File: src/rtl/id_exe_elastic_stage.sv
// ID->EXE elastic pipeline stage: a main register that drives the EXE side,
// backed by a one-entry skid register. This keeps full throughput while
// in_ready stays a pure function of registered state.
// Optional feature macro: ID_EXE_PERF_EN adds the stall_cnt and bubble_cnt
// performance counters. With the macro undefined, the datapath is unchanged.
module id_exe_elastic_stage #(
  parameter int CTRL_W   = 24,
  parameter int DATA_W   = 352,
  parameter bit CLR_CTRL = 1'b1
) (
  input  logic              clk,
  input  logic              reset,
  input  logic              flush,
  input  logic              in_valid,
  output logic              in_ready,
  input  logic [CTRL_W-1:0] in_ctrl,
  input  logic [DATA_W-1:0] in_data,
  output logic              out_valid,
  input  logic              out_ready,
  output logic [CTRL_W-1:0] out_ctrl,
  output logic [DATA_W-1:0] out_data
`ifdef ID_EXE_PERF_EN
  ,
  output logic [31:0]       stall_cnt,
  output logic [31:0]       bubble_cnt
`endif
);

  typedef enum logic [1:0] {
    ST_EMPTY = 2'd0,
    ST_BUSY  = 2'd1,
    ST_FULL  = 2'd2
  } state_t;

  state_t            state_q, state_d;
  logic [CTRL_W-1:0] main_ctrl_q, main_ctrl_d;
  logic [DATA_W-1:0] main_data_q, main_data_d;
  logic [CTRL_W-1:0] skid_ctrl_q, skid_ctrl_d;
  logic [DATA_W-1:0] skid_data_q, skid_data_d;
  logic              in_fire_s;
  logic              out_fire_s;

  // Handshake flags are decoded straight from the state register, so there is
  // no combinational path from out_ready to in_ready.
  assign out_valid  = (state_q != ST_EMPTY);
  assign in_ready   = (state_q != ST_FULL);
  assign in_fire_s  = in_valid & in_ready;
  assign out_fire_s = out_valid & out_ready;
  assign out_ctrl   = main_ctrl_q;
  assign out_data   = main_data_q;

  // Next-state and storage update.
  // Whenever the main slot empties, its control is zeroed so that a bubble is a NOP.
  always_comb begin
    state_d     = state_q;
    main_ctrl_d = main_ctrl_q;
    main_data_d = main_data_q;
    skid_ctrl_d = skid_ctrl_q;
    skid_data_d = skid_data_q;
    if (flush) begin
      state_d = ST_EMPTY;
      if (CLR_CTRL) begin
        main_ctrl_d = {CTRL_W{1'b0}};
      end else begin
        main_ctrl_d = main_ctrl_q;
      end
    end else begin
      case (state_q)
        ST_EMPTY: begin
          if (in_fire_s) begin
            state_d     = ST_BUSY;
            main_ctrl_d = in_ctrl;
            main_data_d = in_data;
          end else begin
            state_d = ST_EMPTY;
          end
        end
        ST_BUSY: begin
          if (in_fire_s && out_fire_s) begin
            main_ctrl_d = in_ctrl;
            main_data_d = in_data;
          end else if (in_fire_s) begin
            state_d     = ST_FULL;
            skid_ctrl_d = in_ctrl;
            skid_data_d = in_data;
          end else if (out_fire_s) begin
            state_d = ST_EMPTY;
            if (CLR_CTRL) begin
              main_ctrl_d = {CTRL_W{1'b0}};
            end else begin
              main_ctrl_d = main_ctrl_q;
            end
          end else begin
            state_d = ST_BUSY;
          end
        end
        ST_FULL: begin
          if (out_fire_s) begin
            state_d     = ST_BUSY;
            main_ctrl_d = skid_ctrl_q;
            main_data_d = skid_data_q;
          end else begin
            state_d = ST_FULL;
          end
        end
        default: begin
          state_d     = ST_EMPTY;
          main_ctrl_d = {CTRL_W{1'b0}};
        end
      endcase
    end
  end

  // State and storage registers with synchronous reset.
  always_ff @(posedge clk) begin
    if (reset) begin
      state_q     <= ST_EMPTY;
      main_ctrl_q <= {CTRL_W{1'b0}};
      main_data_q <= {DATA_W{1'b0}};
      skid_ctrl_q <= {CTRL_W{1'b0}};
      skid_data_q <= {DATA_W{1'b0}};
    end else begin
      state_q     <= state_d;
      main_ctrl_q <= main_ctrl_d;
      main_data_q <= main_data_d;
      skid_ctrl_q <= skid_ctrl_d;
      skid_data_q <= skid_data_d;
    end
  end

`ifdef ID_EXE_PERF_EN
  logic [31:0] stall_cnt_q;
  logic [31:0] bubble_cnt_q;

  assign stall_cnt  = stall_cnt_q;
  assign bubble_cnt = bubble_cnt_q;

  // Saturating stall and bubble counters.
  // Only reset clears them; a flush leaves them unchanged.
  always_ff @(posedge clk) begin
    if (reset) begin
      stall_cnt_q  <= 32'd0;
      bubble_cnt_q <= 32'd0;
    end else begin
      if (out_valid && !out_ready && (stall_cnt_q != 32'hFFFF_FFFF)) begin
        stall_cnt_q <= stall_cnt_q + 32'd1;
      end
      if (!out_valid && (bubble_cnt_q != 32'hFFFF_FFFF)) begin
        bubble_cnt_q <= bubble_cnt_q + 32'd1;
      end
    end
  end
`endif

endmodule

File: config.mk
export PLATFORM = sky130hd
export DESIGN_NAME = id_exe_elastic_stage
export DESIGN_NICKNAME = d
export VERILOG_FILES = /design/src/rtl/id_exe_elastic_stage.sv
export SDC_FILE = /design/constraint.sdc
export NUM_CORES = 2
export LEC_CHECK = 0
export ABC_AREA = 1
export CAP_MARGIN = 40
export CORE_AREA = 4 4 296 298
export CTS_BUF_LIST = sky130_fd_sc_hd__clkbuf_8
export CTS_CLUSTER_SIZE = 8
export DETAILED_ROUTE_END_ITERATION = 8
export DIE_AREA = 0 0 300 302
export MAX_ROUTING_LAYER = met4
export PLACE_DENSITY = 0.64
export SETUP_SLACK_MARGIN = 0.02
export SYNTH_ARGS = -nofsm -noshare
export SYNTH_HDL_FRONTEND = slang
export SYNTH_SLANG_ARGS = --single-unit
File: constraint.sdc
create_clock -name clk -period 2.8 [get_ports clk]
set_clock_uncertainty 0.05 [all_clocks]
set_input_delay 0.7 -clock clk [delete_from_list [all_inputs] [get_ports clk]]
set_output_delay 0.7 -clock clk [all_outputs]
set_load 0.005 [all_outputs]
==> results.ini <==
[setup_path]
critPathRequiredTime_ns=2.05
crit_chain=clkdlybuf4s50_1
cp_max_fo=2
cp_slowest_stage_delay_ns=0.72
critPathTopFamily=buffers and inverters
cp-startpoint=out_data[4]
crit_type=reg2out
startpoint_type=flip-flop
r2r-start=state_q[1]
cp.arrival_ns=1.81
cp-end-kind=primary output
cpMaxStageDelayCell=clkdlybuf4s50_1
worst-path-buf-inv=1

[floorplan]
coreArea_um2=84900
die_area_um2=90600
ioPinCount=759
die_h_um=302
fp-row-count=107
die_w_um=300
initial_core_util_pct=39.3

[sta]
max_slew.worst_pin.slew_ns=0.874
maxSlewHeadroom_pct=41.7
hold_violations=0
finalCritPeriodShare_pct=91.3
maxSlewViolCount=0
tns_ns=0
max_freq_ghz=0.391
finalSetupViolCount=0
rsz0062_at_grt=false
fin_crit_ns=2.56

[power_and_ir_drop]
p_int_w=0.0185
swShare_pct=27.5
p_sw_w=0.00703
ir_worst_vdd_v=0.000350
seqPwrFrac_pct=45.6
combPwrFrac_pct=15.6
cellPowerDensity_nw_per_um2=563
power.share.clock_pct=38.8
power.leakage_nw=20.7

[cts]
cts_tree=yes
hold_buffers=0
cts_resized=4
htreeDepth=4
path_clk_slew_ns=0.06
cts_made_buffers=137
clkSinkCount=754
cts_buffer_depth=3
clock-root-buffer=clkbuf_8
clock_latency_ns=0.78
post_cts_buffers=0

[placed_design]
dpl.cell_count=6944
dp.final_hpwl_um=80800
io_buffer_count=758
globalplace.congestion=0.893

[layout]
layout_commonest_cell=nand2_1
syn2layout_area_growth_pct=36.1
fill_cells=8537
stdcell_count=7218
finalCoreUtilization_pct=53.4
nets=6321
layout_common_cells=1488 x nand2_1, 1431 x nor2_1, 756 x clkdlybuf4s50_1
drive_gt1_share_pct=5.69

[logic_synthesis]
syn_area_per_cell_um2=6.34
yosysSeqAreaShare_pct=45.3
ys_types=17
syn_nets=5641
netlist_area_um2=33300
yosysWarnings=0
netlist_instances=5260
synth_ff_type=dfxtp_1
synthArstFlopShare_pct=0
synth_edf_count=0
synth_seq_cells=754

[status]
run_status=finished, final reports clean

[global_route]
grt_start_max_net_pins=154
grt_pass1_wl_um=180000
grt_pass1_vias=31300
grt_usage_pct=25.7
antenna_found_initial=43
grt_overflow_total=0

[drt]
drtIter0Drc=2439
drc=0
final_antenna_net_count=0
num_vias=34200
first_pass_iters=7
post_drt_wl_per_cell_um=16.3
avgViaCountPerCell=4.74
routed_wl_um=118000

[flow_run]
drv_cap=0

[min_path]
hold_path.class=reg2reg
holdCritStartpoint=skid_data_q[345]

-- power groups by stage --
stage                     logic (W)  registers, W  clock network, W
after floorplan             0.00179        0.0118                 0
after global placement      0.00396        0.0119                 0
after detailed placement    0.00399        0.0119                 0
after CTS                   0.00401        0.0116            0.0102
after global routing        0.00442        0.0117            0.0107
final                       0.00398        0.0116           0.00990
-- final timing paths --
kind	to	slack [ns]	cells past startpoint
worst max-delay path	out_data[4]	0.24	1
worst min-delay path	skid_data_q[345]	0.39	2
worst max register to register	out_ctrl[2]	0.62	8
worst min register to register	skid_data_q[345]	0.39	2
-- per-stage QoR --
stage / hold WS [ns] / setup slack (ns) / total power [W] / area, µm²
after global routing: 0.416 / 0.169 / 0.0268 / 45400
after CTS: 0.398 / 0.159 / 0.0259 / 45200
after detailed placement: 0.389 / 0.0697 / 0.0159 / 42700
after floorplan: 0.375 / 1.01 / 0.0136 / 33300
final: 0.395 / 0.244 / 0.0255 / 45400
after global placement: 0.382 / 0.0831 / 0.0158 / 42700
-- kinds of logic (layout without fill, tap and decap cells) --
kind of cell / Yosys count / in the layout / synth area share (%)
buffers and inverters: 746 / 1514 / 9.17
flip-flops: 754 / 754 / 45.3
AND/OR/NAND/NOR: 3329 / 3330 / 39.1
other: 0 / 45 / 0
AO/OA/AOI/OAI: 431 / 431 / 6.47
-- registers in the layout (all words and copies together), names as in the netlist --
signal       count
state_q          2
out_data       352
out_ctrl        24
skid_data_q    352
skid_ctrl_q     24
-- layer usage --
layer / track usage, % / routed length (µm)
met1: 31.0 / 49500
met2: 41.3 / 56100
met3: 6.06 / 7890
met4: 10.7 / 4120
met5: - / 0
-- Yosys cell counts, types with 2 or more instances --
| library cell | instances | area [µm²] |
|---|---|---|
| buf_2 | 176 | 881 |
| buf_1 | 28 | 105 |
| nand2_1 | 1488 | 5590 |
| o21ai_0 | 392 | 1960 |
| inv_2 | 7 | 26.3 |
| nor2_4 | 2 | 22.5 |
| buf_4 | 10 | 75.1 |
| inv_1 | 371 | 1390 |
| dfxtp_1 | 754 | 15100 |
| nor2_2 | 2 | 12.5 |
| clkbuf_1 | 154 | 578 |
| a21oi_1 | 39 | 195 |
| nand3_1 | 403 | 2020 |
| nor2_1 | 1431 | 5370 |
-- layout make-up --
| class | count | area, µm² | share of cell area [%] |
|---|---|---|---|
| Inverter | 378 | 1450 | 3.19 |
| Clock inverter | 69 | 347 | 0.764 |
| Clock buffer | 159 | 2190 | 4.82 |
| Timing Repair Buffer | 908 | 9510 | 21.0 |
| Sequential cell | 754 | 15100 | 33.3 |
| Tap cell | 1144 | 1430 | 3.16 |
| Multi-Input combinational cell | 3761 | 15200 | 33.6 |
| Antenna cell | 45 | 113 | 0.248 |
Note: power is estimated with default switching activity, not from simulation.
